[src/rtl/bus_ctrl6502.sv]
// 6502 bus controller: decodes RAM/IO/ROM regions, inserts ROM wait states and
// stretches IO cycles until io_ack or a timeout, stalling the CPU via cpu_ready.
module bus_ctrl6502 #(
  parameter int         ROM_WAIT   = 2,
  parameter logic [7:0] IO_TIMEOUT = 8'd64
) (
  input  logic        clk,
  input  logic        reset,
  input  logic [15:0] cpu_address,
  input  logic        cpu_write,
  input  logic [7:0]  cpu_data_o,
  output logic [7:0]  cpu_data_i,
  output logic        cpu_ready,
  output logic [15:0] mem_addr,
  output logic [7:0]  mem_wdata,
  output logic        mem_we,
  output logic        ram_cs,
  output logic        rom_cs,
  output logic        io_cs,
  input  logic [7:0]  ram_rdata,
  input  logic [7:0]  rom_rdata,
  input  logic [7:0]  io_rdata,
  input  logic        io_ack,
  output logic        bus_err,
  output logic        rom_wr_err
);

  typedef enum logic [1:0] {IDLE, WAIT_ROM, WAIT_IO} state_t;
  typedef enum logic [1:0] {RGN_RAM, RGN_IO, RGN_ROM} region_t;

  localparam int RomWaitM1 = (ROM_WAIT > 0) ? ROM_WAIT - 1 : 0;

  state_t      r_state;
  region_t     r_region;
  logic        r_write;
  logic [2:0]  r_romCnt;
  logic [7:0]  r_ioCnt;
  logic [7:0]  r_data;

  state_t      w_nextState;
  region_t     w_nextRegion;
  region_t     w_decRegion;
  region_t     w_region;
  logic        w_nextWrite;
  logic        w_write;
  logic [2:0]  w_nextRomCnt;
  logic [7:0]  w_nextIoCnt;
  logic        w_done;
  logic        w_timeout;

  assign mem_addr  = cpu_address;
  assign mem_wdata = cpu_data_o;

  always_ff @(posedge clk) begin
    if (reset) begin
      r_state  <= IDLE;
      r_region <= RGN_RAM;
      r_write  <= 1'b0;
      r_romCnt <= 3'd0;
      r_ioCnt  <= 8'd0;
      r_data   <= 8'h00;
    end else begin
      r_state  <= w_nextState;
      r_region <= w_nextRegion;
      r_write  <= w_nextWrite;
      r_romCnt <= w_nextRomCnt;
      r_ioCnt  <= w_nextIoCnt;
      if (w_done) r_data <= cpu_data_i;
    end
  end

  always_comb begin
    w_nextState  = r_state;
    w_nextRegion = r_region;
    w_nextWrite  = r_write;
    w_nextRomCnt = r_romCnt;
    w_nextIoCnt  = r_ioCnt;
    w_region     = r_region;
    w_write      = r_write;
    w_done       = 1'b0;
    w_timeout    = 1'b0;
    cpu_ready    = 1'b0;
    cpu_data_i   = r_data;
    mem_we       = 1'b0;
    ram_cs       = 1'b0;
    rom_cs       = 1'b0;
    io_cs        = 1'b0;
    bus_err      = 1'b0;
    rom_wr_err   = 1'b0;

    if (cpu_address < 16'hD000)        w_decRegion = RGN_RAM;
    else if (cpu_address[15:12] == 4'hD) w_decRegion = RGN_IO;
    else                               w_decRegion = RGN_ROM;

    case (r_state)
      IDLE: begin
        // A new access starts here every cycle; decode live, latch for later.
        w_region     = w_decRegion;
        w_write      = cpu_write;
        w_nextRegion = w_decRegion;
        w_nextWrite  = cpu_write;
        case (w_decRegion)
          RGN_ROM: begin
            if (ROM_WAIT == 0) begin
              w_done = 1'b1;
            end else begin
              w_nextState  = WAIT_ROM;
              w_nextRomCnt = 3'(RomWaitM1);
            end
          end
          RGN_IO: begin
            if (io_ack) begin
              w_done = 1'b1;
            end else begin
              w_nextState = WAIT_IO;
              w_nextIoCnt = 8'd1;
            end
          end
          default: w_done = 1'b1;
        endcase
      end
      WAIT_ROM: begin
        if (r_romCnt == 3'd0) begin
          w_done      = 1'b1;
          w_nextState = IDLE;
        end else begin
          w_nextRomCnt = r_romCnt - 3'd1;
        end
      end
      WAIT_IO: begin
        // r_ioCnt holds the offset of this cycle from the access start.
        if (io_ack) begin
          w_done      = 1'b1;
          w_nextState = IDLE;
        end else if (r_ioCnt == IO_TIMEOUT) begin
          w_done      = 1'b1;
          w_timeout   = 1'b1;
          w_nextState = IDLE;
        end else begin
          w_nextIoCnt = r_ioCnt + 8'd1;
        end
      end
      default: w_nextState = IDLE;
    endcase

    cpu_ready  = w_done;
    ram_cs     = (w_region == RGN_RAM);
    rom_cs     = (w_region == RGN_ROM);
    io_cs      = (w_region == RGN_IO);
    mem_we     = w_done && w_write && !w_timeout && (w_region != RGN_ROM);
    bus_err    = w_timeout;
    rom_wr_err = w_done && w_write && (w_region == RGN_ROM);

    if (w_done) begin
      if (w_timeout) cpu_data_i = 8'hFF;
      else begin
        case (w_region)
          RGN_ROM: cpu_data_i = rom_rdata;
          RGN_IO:  cpu_data_i = io_rdata;
          default: cpu_data_i = ram_rdata;
        endcase
      end
    end

    if (reset) begin
      cpu_ready  = 1'b1;
      cpu_data_i = 8'h00;
      mem_we     = 1'b0;
      ram_cs     = 1'b0;
      rom_cs     = 1'b0;
      io_cs      = 1'b0;
      bus_err    = 1'b0;
      rom_wr_err = 1'b0;
    end
  end

endmodule

[config.mk]
export PLATFORM = sky130hd
export DESIGN_NAME = bus_ctrl6502
export DESIGN_NICKNAME = d
export VERILOG_FILES = /design/src/rtl/bus_ctrl6502.sv
export SDC_FILE = /design/constraint.sdc
export NUM_CORES = 1
export LEC_CHECK = 0
export CELL_PAD_IN_SITES_DETAIL_PLACEMENT = 0
export CELL_PAD_IN_SITES_GLOBAL_PLACEMENT = 1
export CORE_AREA = 4 4 85 87
export CTS_BUF_LIST = sky130_fd_sc_hd__clkbuf_4
export CTS_CLUSTER_SIZE = 25
export DETAILED_ROUTE_END_ITERATION = 7
export DIE_AREA = 0 0 89 91
export PLACE_DENSITY_LB_ADDON = 0.1
export SLEW_MARGIN = 20
export SYNTH_ARGS = -nofsm -noshare
export SYNTH_HDL_FRONTEND = slang
export SYNTH_SLANG_ARGS = --single-unit
[constraint.sdc]
create_clock -name clk -period 3.35 [get_ports clk]
set_input_delay 0.67 -clock clk [delete_from_list [all_inputs] [get_ports clk]]
set_output_delay 0.67 -clock clk [all_outputs]
set_load 0.02 [all_outputs]
=== After elaboration in Yosys (flattened, before gate mapping) ===
Index checks and enable logic that the tools add are counted.

* $add $sub $neg: 2
* $mul: 0
* Div/mod/pow operators: 0
* Magnitude comparators: 1
* Eq/ne operators: 19
* Shifts and indexed selects: 0
* Multiplexer cells: 37
* Bitwise operators: 0
* Reductions and logical operators: 13

{| class="wikitable"
|+ Operator list
! cell !! count
|-
| two-way mux 8 bit || 7
|-
| case mux 8 bit (2 select lines) || 2
|-
| < comparator 16 bit, second input constant || 1
|-
| two-way mux 1 bit || 14
|-
| two-way mux 2 bit || 7
|-
| inequality test 2 bit, second input constant || 6
|-
| adder 8 x 1 -> 8 bit, second input constant || 1
|-
| == test 8 x 7 -> 1 bit, second input constant || 1
|-
| == test 2 x 1 -> 1 bit, second input constant || 3
|-
| == test 2 bit, second input constant || 3
|-
| two-way mux 3 bit || 2
|-
| inequality test 3 bit, second input constant || 2
|-
| case mux 2 bit (3 select lines) || 1
|-
| case mux 3 bit (2 select lines) || 1
|-
| AND reduction 5 bit || 1
|-
| == test 4 bit, second input constant || 1
|-
| logical AND 1 bit || 4
|-
| logical NOT 2 bit || 2
|-
| inequality test 2 x 1 -> 1 bit, second input constant || 2
|-
| case mux 2 bit (2 select lines) || 1
|-
| AND reduction 4 bit || 1
|-
| nonzero test 2 bit || 2
|-
| logical NOT 3 bit || 1
|-
| inequality test 3 x 1 -> 1 bit, second input constant || 1
|-
| 5 further kinds || 5
|}

* Flip-flop bits (word level): 24
* Bits in latches: 0
* Memory bits (writable): 0
* ROM bits: 0
* Output and inout port bits: 39
* Word-level logic and storage cells: 78
* Memories kept: 0

=== Logic depth before layout (Yosys ltp) ===
Gate-level depths: netlist (run 1).

* Depth in word-level cells: 10
* Depth in mapped cells: 11
* Mapped depth without buffers: 9

=== Worst setup path before layout (run 1) ===
Ideal clock, no wire load.

* Path type: input -> output
* Start point: in cpu_address[13]
* End point: out cpu_data_i[7]
* Arrival time: 2.757 ns
* Data required time: 2.680 ns
* Slack: -0.077 ns
* Stages on the path: 10
* Path buffers: 3
* Path through: and4b_1 buf_4 mux2i_1 ha_1 clkbuf_1 clkbuf_1 nor2_1 a21oi_1 a21oi_1 a211oi_1

* Word-level cells in the longest chain between the ends: 9
* Elaborated cells on any way between the ends: 15
* Those cells by class: order compare: 1; eq/ne: 5; mux: 9

{| class="wikitable"
|+ RTL lines
! element !! RTL line !! RTL
|-
| start: declaration || 9 || <nowiki>input logic [15:0] cpu_address,</nowiki>
|-
| parallel branches: the longest is 2 deep, another holds < comparator 16 bit || -- ||
|-
| two-way mux 2 bit * || 91 || <nowiki>if (cpu_address < 16'hD000) w_decRegion = RGN_RAM;</nowiki>
|-
| two-way mux 2 bit || -- ||
|-
| == test 2 x 1 -> 1 bit or == test 2 bit (tied branches) || 157 || <nowiki>case (w_region)</nowiki>
|-
| case mux 8 bit (2 select lines) || 157 ||
|-
| two-way mux 8 bit || 155 || <nowiki>if (w_timeout) cpu_data_i = 8'hFF;</nowiki>
|-
| two-way mux 8 bit * || 154 || <nowiki>if (w_done) begin</nowiki>
|-
| two-way mux 8 bit * || 165 || <nowiki>if (reset) begin</nowiki>
|-
| end: declaration || 12 || <nowiki>output logic [7:0] cpu_data_i,</nowiki>
|}

Every way passes the cells marked *.

=== Worst setup path in the final report (run 1) ===
* Start point: in cpu_address[13]
* End point: out cpu_data_i[4]

Same word-level chain as after synthesis.

==> results of run 1 <==
-- cell type report --
type	instances	area [sq um]
Inverter	18	67.6
Clock buffer	3	22.5
Multi-Input combinational cell	143	1110
Timing Repair Buffer	91	788
Fill cell	666	3750
Tap cell	77	96.3
Sequential cell	24	480
Clock inverter	1	30.0
-- worst max-delay path, delay by kind of cell --
| family | cells | cell delay (ps) |
|---|---|---|
| buffers and inverters | 4 | 820 |
| AND/OR/NAND/NOR | 1 | 360 |
| AO/OA/AOI/OAI | 3 | 700 |
-- kinds of logic after synthesis --
logic type | count (synthesis)
flops | 24
compound gates | 71
simple gates | 59
fa+ha+maj | 7
mux | 5
xor+xnor | 1
buf+inv | 56
-- per-stage QoR --
stage,setup WS (ps),cells,hold WS (ps)
2_1_floorplan,14.8,223,441
3_3_place_gp,-935,351,452
3_5_place_dp,-888,351,453
4_1_cts,47.4,355,474
5_1_grt,14.1,357,518
6_report,130,357,475
-- power by group through the flow --
stage / sequential [uW] / clock, uW / combinational [uW]
finish: 306 / 214 / 271
global route: 308 / 234 / 297
CTS: 306 / 227 / 263
detailed placement: 312 / 0 / 260
global placement: 312 / 0 / 262
floorplan: 311 / 0 / 160
-- metal layers --
layer,share of wire,GRT usage
met5,0,0
met4,0.018,0.0422
met3,0.069,0.0326
met2,0.45,0.200
met1,0.46,0.152
-- timing repair --
item | CTS | global route
pin swaps | 8 | 0
gates cloned | 0 | 0
buffers inserted | 0 | 2
resized for setup | 75 | 12
endpoints found under the setup margin | 14 | 8
-- flip-flops by register name, indices dropped and copies added (netlist names) --
| register | count |
|---|---|
| r_data | 8 |
| r_ioCnt | 8 |
| r_romCnt | 3 |
| r_region | 2 |
| r_state | 2 |
| r_write | 1 |
-- Yosys cell counts (3+ instances only) --
cell      count
a211oi_1     16
a21oi_1      23
a22oi_1       9
buf_4        26
clkbuf_1      9
dfxtp_1      24
ha_1          7
inv_1        18
mux2i_1       3
nand2_1       4
nand2b_1      3
nand3_1       3
nor2_1       17
nor2b_1       4
nor3_1        8
o21ai_0       6
or4_1         4
-- how the worst max path moves through the flow --
| stage | to | cells past startpoint |
|---|---|---|
| detailed placement | cpu_data_i[6] | 11 |
| finish | cpu_data_i[4] | 8 |
| floorplan | cpu_data_i[0] | 9 |
| CTS | cpu_data_i[5] | 10 |
| global route | cpu_data_i[2] | 9 |
| global placement | cpu_data_i[6] | 11 |
==> run_results.csv, run 1 <==
group,metric,value,unit
grt,gr-usage-all-layers,0.122,
clocking,clkSinkCount,24,
power_and_ir_drop,power-per-cell-area,304,mW/mm^2
die,core,0.00635,sq mm
synth,ys_seq_area_frac,0.272,
synth,synth_edf_count,0,
synth,synth_top_family_by_area,"compound AO/OA/AOI/OAI gates",
timing,finalMaxSlewViolations,0,
timing,setup_viol,0,
worst_setup_path,cp-startpoint,"cpu_address[13]",
synth,netlist_area,0.00177,sq mm
synth,synth.area.mux_share,0.0298,
power_and_ir_drop,finalPower,791,uW
drt,drt_iter0_drc,31,
hold_path,hold_path.startpoint,"r_data[4]",
power_and_ir_drop,power_leakage,0.00101,uW
synth,syn-num-nets,282,
drt,wl,4790,um
timing,slew_headroom,0.554,
power_and_ir_drop,seqPwrFrac,0.387,
flow_run,drv_cap,0,
timing,rsz0062_at_grt,"false",
drt,remaining_drc_errors,0,
drt,drt-vias-per-instance,4.91,
synth,synth_simple_gate_area_frac,0.190,
hold_path,worstHoldPathCells,2,
clocking,cts_hold_buf,0,
grt,first_global_vias,1832,
worst_setup_path,critPathMaxStageDelay,430,ps
hold_path,hold_end,"r_data[4]",
die,die_h,91,um
clocking,numCtsBuffers,3,
grt,grt_pass1_wl,8090,um
die,chipWidth,89,um
synth,synth_cell_types,49,
worst_setup_path,worstPathMaxFanout,7,
worst_setup_path,slowest_stage,"a221o_2",
timing,period_share,0.961,
timing,fmax,311,MHz
timing,worstMarginPinSlew,670,ps
placed_design,dpl.hpwl,3830,um
placed_design,port-buffer-count,50,
placed_design,place_area,0.00242,sq mm
die,die-area,0.00810,sq mm
synth,synth_top_area_frac,0.272,
cells_and_area,final_cell_mix,"buf_4 (40), clkdlybuf4s50_1 (34), dfxtp_1 (24)",
power_and_ir_drop,vdd_drop_max,0.000150,V
grt,grt_overflow,0,
power_and_ir_drop,p_int,562,uW
synth,synth_compound_area_frac,0.270,
clocking,insertion_delay,320,ps
clocking,root_buffer,"clkbuf_4",
worst_setup_path,worstSetupPathType,"in -> out",
power_and_ir_drop,switchingPower,229,uW
timing,min_period,3220,ps
cells_and_area,final_nets,340,
power_and_ir_drop,switching_share,0.290,
worst_setup_path,worstSetupStartpointType,"input pin",
cells_and_area,stdcell_area,0.00260,sq mm
cells_and_area,utilization,0.409,
grt,antenna_found_initial,0,
worst_setup_path,rr_worst_depth,11,
die,io_pins,91,
synth,synth_area_per_cell,7.92,sq um
timing,fin_skew,9.12,ps
grt,grt_max_degree,19,
drt,ant_nets,0,
worst_setup_path,required,2680,ps
synth,ys_warn_count,0,
drt,num_vias,1754,
drt,avgRoutedWirePerCell,13.4,um
drt,drt_pass1_iterations,3,
synth,synth_ff_type,"dfxtp_1",
worst_setup_path,rr_startpoint,"r_state[0]",
cells_and_area,areaGrowthSynthToFinish,47.1,%
power_and_ir_drop,combPwrFrac,0.343,
synth,syn_inst,223,
worst_setup_path,cp-end-kind,"primary output",
synth,yosys-top-cells-area,"dfxtp_1 (27%), buf_4 (11%), a211oi_1 (6.8%), a21oi_1 (6.5%), ha_1 (5.0%)",
cells_and_area,final_common_cell,"buf_4",
hold_path,min_path_type,"reg -> reg",
clocking,clock_path_buffers,2,
clocking,clkTransAtPathRegs,140,ps
clocking,h-tree-depth,1,
placed_design,gp_congestion,0.765,
worst_setup_path,crit_arrival,2550,ps
timing,totalNegativeSetupSlack,0,ps
timing,hold_viol,0,
worst_setup_path,r2r_end,"r_data[7]",
synth,synth_fa_ha_area_frac,0.0496,
worst_setup_path,r2r_setup_slack,1210,ps
synth,synth-xor-area-share,0.00496,
synth,ys_ff_latch,24,
clocking,tritoncts,"built",
die,row_count,29,
synth,yosys.area.top_type,"dfxtp_1",
cells_and_area,drive_gt1_frac,0.329,
run_status,status,"complete, no violations",
synth,async_flop_share,0,
cells_and_area,diodes,0,
power_and_ir_drop,power.share.clock,0.270,
die,start_util,0.278,
worst_setup_path,crit_chain,"dlygate4sd2_1 -> and4b_2 -> buf_6 -> a22oi_2 -> a221o_2 -> buf_4 -> a211oi_1 -> buf_2",
(Power assumes the default switching activity.)
==> run 2: changes to the inputs <==
--- a/config.mk
+++ b/config.mk
@@ -5,6 +5,7 @@
 export SDC_FILE = /design/constraint.sdc
 export NUM_CORES = 1
 export LEC_CHECK = 0
+export CAP_MARGIN = 10
 export CELL_PAD_IN_SITES_DETAIL_PLACEMENT = 0
 export CELL_PAD_IN_SITES_GLOBAL_PLACEMENT = 1
 export CORE_AREA = 4 4 85 87
@@ -12,7 +13,8 @@
 export CTS_CLUSTER_SIZE = 25
 export DETAILED_ROUTE_END_ITERATION = 7
 export DIE_AREA = 0 0 89 91
-export PLACE_DENSITY_LB_ADDON = 0.1
+export PLACE_DENSITY = 0.91
+export SKIP_LAST_GASP = 1
 export SLEW_MARGIN = 20
 export SYNTH_ARGS = -nofsm -noshare
 export SYNTH_HDL_FRONTEND = slang
==> run 2 against run 1 <==
Compared with the run above: core utilization fell by 0.85 points; global-route usage fell by 0.28 points; final cell count fell by 4.5%; sequential power barely moved; combinational power fell by 3%; clock skew rose by 7.8 ps; routed wire length rose by 1.1%; sequential cell count did not move; final area fell by 2.1%; register-to-register slack barely moved.
==> run_results.csv, run 2 (synthesis gave the netlist of run 1 again) <==
group,metric,value,unit
die,io_pins,91,
cells_and_area,final_nets,324,
worst_setup_path,crit_arrival,2570,ps
run_status,status,"complete, no violations",
timing,totalNegativeSetupSlack,0,ps
clocking,root_buffer,"clkbuf_4",
power_and_ir_drop,p_int,554,uW
die,core,0.00635,sq mm
flow_run,drv_cap,0,
worst_setup_path,slowest_stage,"and4b_2",
die,die_h,91,um
grt,grt_pass1_wl,7890,um
power_and_ir_drop,vdd_drop_max,0.000162,V
cells_and_area,drive_gt1_frac,0.292,
cells_and_area,largest_registers,"r_data x8, r_ioCnt x8, r_romCnt x3",
timing,min_period,3240,ps
drt,avgRoutedWirePerCell,14.2,um
cells_and_area,areaGrowthSynthToFinish,44.1,%
drt,ant_nets,0,
clocking,clkSinkCount,24,
placed_design,dpl.hpwl,3530,um
cells_and_area,final_cell_mix,"clkdlybuf4s50_1 (34), buf_4 (26), dfxtp_1 (24)",
worst_setup_path,worstPathMaxFanout,8,
power_and_ir_drop,seqPwrFrac,0.388,
timing,slew_headroom,0.682,
drt,num_vias,1728,
timing,period_share,0.968,
worst_setup_path,worstSetupPathType,"in -> out",
drt,drt_iter0_drc,56,
placed_design,port-buffer-count,50,
die,row_count,29,
grt,first_global_vias,1704,
worst_setup_path,worstSetupStartpointType,"input pin",
timing,holdWs,473,ps
timing,fin_skew,16.9,ps
clocking,h-tree-depth,1,
worst_setup_path,cp_common_cell,"a21oi_1",
timing,setup_viol,0,
drt,wl,4840,um
drt,drt_pass1_iterations,4,
grt,antenna_found_initial,0,
placed_design,gp_congestion,0.835,
drt,drt-vias-per-instance,5.07,
die,start_util,0.278,
clocking,numCtsBuffers,3,
hold_path,min_path_type,"reg -> reg",
timing,worstMarginPinSlew,464,ps
drt,remaining_drc_errors,0,
power_and_ir_drop,finalPower,790,uW
cells_and_area,final_common_cell,"clkdlybuf4s50_1",
power_and_ir_drop,power-per-cell-area,311,mW/mm^2
grt,grt_overflow,0,
clocking,clock_path_buffers,2,
timing,fmax,308,MHz
cells_and_area,diodes,0,
power_and_ir_drop,combPwrFrac,0.333,
power_and_ir_drop,switchingPower,237,uW
grt,grt_max_degree,21,
timing,finalMaxSlewViolations,0,
clocking,insertion_delay,330,ps
timing,hold_viol,0,
die,die-area,0.00810,sq mm
worst_setup_path,crit_chain,"dlygate4sd2_1 -> and4b_2 -> mux2i_4 -> ha_4 -> clkbuf_16 -> a21oi_1 -> a21oi_1 -> a211oi_1 -> buf_2",
worst_setup_path,cp-end-kind,"primary output",
worst_setup_path,critPathBufInv,3,
placed_design,post-place-ws,-736,ps
worst_setup_path,critPathMaxStageDelay,290,ps
clocking,clkTransAtPathRegs,140,ps
die,chipWidth,89,um
power_and_ir_drop,switching_share,0.299,
clocking,tritoncts,"built",
timing,fin_ws,106,ps
worst_setup_path,cp_top_family,"buffers and inverters",
power_and_ir_drop,power.share.clock,0.279,
power_and_ir_drop,power_leakage,0.000956,uW
worst_setup_path,required,2680,ps
grt,gr-usage-all-layers,0.119,
run 2: metal layers:
layer / wire [um] / share of wire / vias up / track usage
met3: 427 / 0.088 / 10 / 0.0425
li1: - / - / 862 / -
met2: 2300 / 0.48 / 58 / 0.200
met5: 0 / 0 / - / 0
met4: 59 / 0.012 / 0 / 0.0236
met1: 2050 / 0.42 / 798 / 0.146
run 2: layout make-up:
type / count / area, sq um
Clock inverter: 1 / 30.0
Inverter: 18 / 67.6
Fill cell: 636 / 3810
Clock buffer: 3 / 22.5
Sequential cell: 24 / 480
Timing Repair Buffer: 75 / 708
Multi-Input combinational cell: 143 / 1140
Tap cell: 77 / 96.3
run 2: repair_timing:
action                     CTS  global route
setup endpoints to repair   14            11
setup buffers                1             1
resized for setup           71            20
gates cloned                 0             1
pin swaps                    4             3
hold buffers                 0             0
run 2: worst paths after layout:
path / from / endpoint / slack, ps / cells after the start
worst min register to register: r_data[4] / r_data[4] / 470 / 2
worst max register to register: r_state[1] / r_data[2] / 1200 / 10
worst max-delay path: cpu_address[15] / cpu_data_i[0] / 110 / 9
worst min-delay path: r_data[4] / r_data[4] / 470 / 2
run 2: metrics by stage:
step	std cells	instance area [sq um]	utilization
after floorplan	223	1780	-
after global placement	334	2320	0.365
after detailed placement	334	2320	0.365
after CTS	339	2420	0.382
after global routing	341	2540	0.401
final	341	2540	0.401
run 2: worst register-to-register path, cell delays in order, from the launching register on:
cell      delay (ps)
dfxtp_1          370
nor2_2           250
inv_1            110
a21oi_2          290
buf_4            180
ha_4             180
a22oi_1          100
a21oi_1          190
a21oi_2           60
buf_4            150
a211oi_1         180
run 2: power by group through the flow:
| stage | Clock [uW] | Combinational (uW) | Sequential (uW) |
|---|---|---|---|
| after CTS | 228 | 238 | 307 |
| final | 220 | 263 | 307 |
| after floorplan | 0 | 160 | 311 |
| after global placement | 0 | 234 | 312 |
| after detailed placement | 0 | 236 | 313 |
| after global routing | 239 | 285 | 309 |
==> run 3: changes to the inputs <==
--- a/config.mk
+++ b/config.mk
@@ -13,6 +13,7 @@
 export CTS_CLUSTER_SIZE = 25
 export DETAILED_ROUTE_END_ITERATION = 7
 export DIE_AREA = 0 0 89 91
+export MAX_ROUTING_LAYER = met4
 export PLACE_DENSITY = 0.91
 export SKIP_LAST_GASP = 1
 export SLEW_MARGIN = 20
==> run 3 against run 2 <==
Compared with the run above: clock skew is 4.9 ps higher; setup slack better by 8.8 ps; first-iteration DRC count is 29% higher; sequential share of layout area stayed put; final area stayed put; critical endpoint unchanged; hold slack hardly changed; sequential cell count stayed put; die area stayed put; sequential power hardly changed; routed wire length hardly changed; power is 0.15% higher; register-to-register slack hardly changed.
==> run_results.csv, run 3 (synthesis gave the netlist of run 1 again) <==
group,metric,value,unit
drt,drt_pass1_iterations,4,
worst_setup_path,cp_common_cell,"a21oi_1",
die,row_count,29,
run_status,status,"complete, no violations",
cells_and_area,final_nets,324,
cells_and_area,utilization,0.401,
timing,slew_headroom,0.683,
clocking,cts_hold_buf,0,
drt,drt-vias-per-instance,5.01,
placed_design,port-buffer-count,50,
cells_and_area,layout.cells.non_filler,341,
timing,finalMaxSlewViolations,0,
grt,gr-usage-all-layers,0.122,
worst_setup_path,critPathMaxStageDelay,290,ps
die,chipWidth,89,um
hold_path,hold_path.startpoint,"r_data[4]",
cells_and_area,drive_gt1_frac,0.292,
power_and_ir_drop,finalPower,791,uW
worst_setup_path,slowest_stage,"and4b_2",
placed_design,gp_congestion,0.848,
worst_setup_path,crit_chain,"dlygate4sd2_1 -> and4b_2 -> mux2i_4 -> ha_4 -> clkbuf_16 -> a21oi_1 -> a21oi_1 -> a211oi_1 -> buf_2",
clocking,clkSinkCount,24,
grt,grt_max_degree,21,
worst_setup_path,worstSetupStartpointType,"input pin",
clocking,clock_path_buffers,2,
die,die-area,0.00810,sq mm
cells_and_area,final_common_cell,"clkdlybuf4s50_1",
worst_setup_path,r2r_end,"r_data[2]",
worst_setup_path,rr_worst_depth,10,
die,die_h,91,um
clocking,clkTransAtPathRegs,140,ps
grt,antenna_found_initial,0,
worst_setup_path,worstPathMaxFanout,8,
grt,first_global_vias,1713,
timing,worstMarginPinSlew,463,ps
cells_and_area,final_cell_mix,"clkdlybuf4s50_1 (34), buf_4 (26), dfxtp_1 (24)",
power_and_ir_drop,power-per-cell-area,311,mW/mm^2
timing,fmax,309,MHz
drt,remaining_drc_errors,0,
power_and_ir_drop,vdd_drop_max,0.000162,V
timing,setup_viol,0,
drt,wl,4840,um
timing,fin_skew,21.8,ps
worst_setup_path,r2r_setup_slack,1200,ps
placed_design,dpl.hpwl,3530,um
cells_and_area,areaGrowthSynthToFinish,44.1,%
drt,avgRoutedWirePerCell,14.2,um
timing,min_period,3230,ps
flow_run,drv_cap,0,
worst_setup_path,cp-end-kind,"primary output",
worst_setup_path,crit_arrival,2560,ps
hold_path,worstHoldPathCells,2,
worst_setup_path,rr_startpoint,"r_state[1]",
cells_and_area,largest_registers,"r_data x8, r_ioCnt x8, r_romCnt x3",
clocking,numCtsBuffers,3,
hold_path,min_path_type,"reg -> reg",
power_and_ir_drop,power_leakage,0.000956,uW
timing,holdWs,473,ps
drt,drt_iter0_drc,72,
die,io_pins,91,
drt,num_vias,1709,
clocking,root_buffer,"clkbuf_4",
worst_setup_path,worstSetupPathType,"in -> out",
drt,ant_nets,0,
clocking,insertion_delay,340,ps
placed_design,dp_cells,334,
grt,grt_overflow,0,
hold_path,hold_end,"r_data[4]",
timing,hold_viol,0,
timing,period_share,0.966,
die,start_util,0.278,
clocking,tritoncts,"built",
grt,grt_pass1_wl,7860,um
timing,totalNegativeSetupSlack,0,ps
cells_and_area,diodes,0,
die,core,0.00635,sq mm
worst_setup_path,required,2680,ps
clocking,h-tree-depth,1,
run 3: how the worst max path moves through the flow:
stage | startpoint | endpoint | slack, ps | cells past startpoint
detailed placement | cpu_address[14] | mem_we | -740 | 10
global placement | cpu_address[13] | cpu_data_i[1] | -730 | 9
global route | r_state[1] | cpu_data_i[0] | -20 | 10
finish | cpu_address[15] | cpu_data_i[0] | 120 | 9
floorplan | cpu_address[12] | cpu_data_i[0] | 10 | 9
CTS | cpu_address[12] | rom_wr_err | -60 | 8
run 3: layer usage:
layer,vias up,part of all wire,track usage
met5,-,0,-
met4,0,0.0083,0.0236
met3,4,0.078,0.0371
met2,60,0.48,0.200
met1,782,0.43,0.148
li1,863,-,-
run 3: layout make-up:
| type | count | area [sq um] |
|---|---|---|
| fillers | 636 | 3810 |
| multi-input cells | 143 | 1140 |
| repair buffers | 75 | 708 |
| flip-flops and latches | 24 | 480 |
| well taps | 77 | 96.3 |
| inverters | 18 | 67.6 |
| clock inverters | 1 | 30.0 |
| clock buffers | 3 | 22.5 |
run 3: what timing repair did:
action,4_1_cts,5_1_grt
cloned,0,1
buffers inserted,1,1
endpoints found under the setup margin,14,11
pin swaps,4,3
gates resized for setup,71,20
run 3: worst max-delay path, delay by kind of cell:
kind	cells	cell delay (ps)
compound gates	3	440
fa+ha+maj	1	270
buf+inv	3	630
mux	1	250
simple gates	1	290
run 3: power by group:
group | leakage [uW] | total (uW) | switching (uW) | internal, uW
registers | 0.000196 | 307 | 5.63 | 301
logic | 0.000732 | 263 | 131 | 131
clock network | 0.0000279 | 222 | 101 | 121
total | 0.000956 | 791 | 238 | 554
run 3: metrics by stage:
| step | worst slack (ps) | area (sq um) |
|---|---|---|
| final | 115 | 2540 |
| after global routing | -19.1 | 2540 |
| after CTS | -57.1 | 2420 |
| after detailed placement | -736 | 2320 |
| after global placement | -732 | 2320 |
| after floorplan | 14.8 | 1780 |
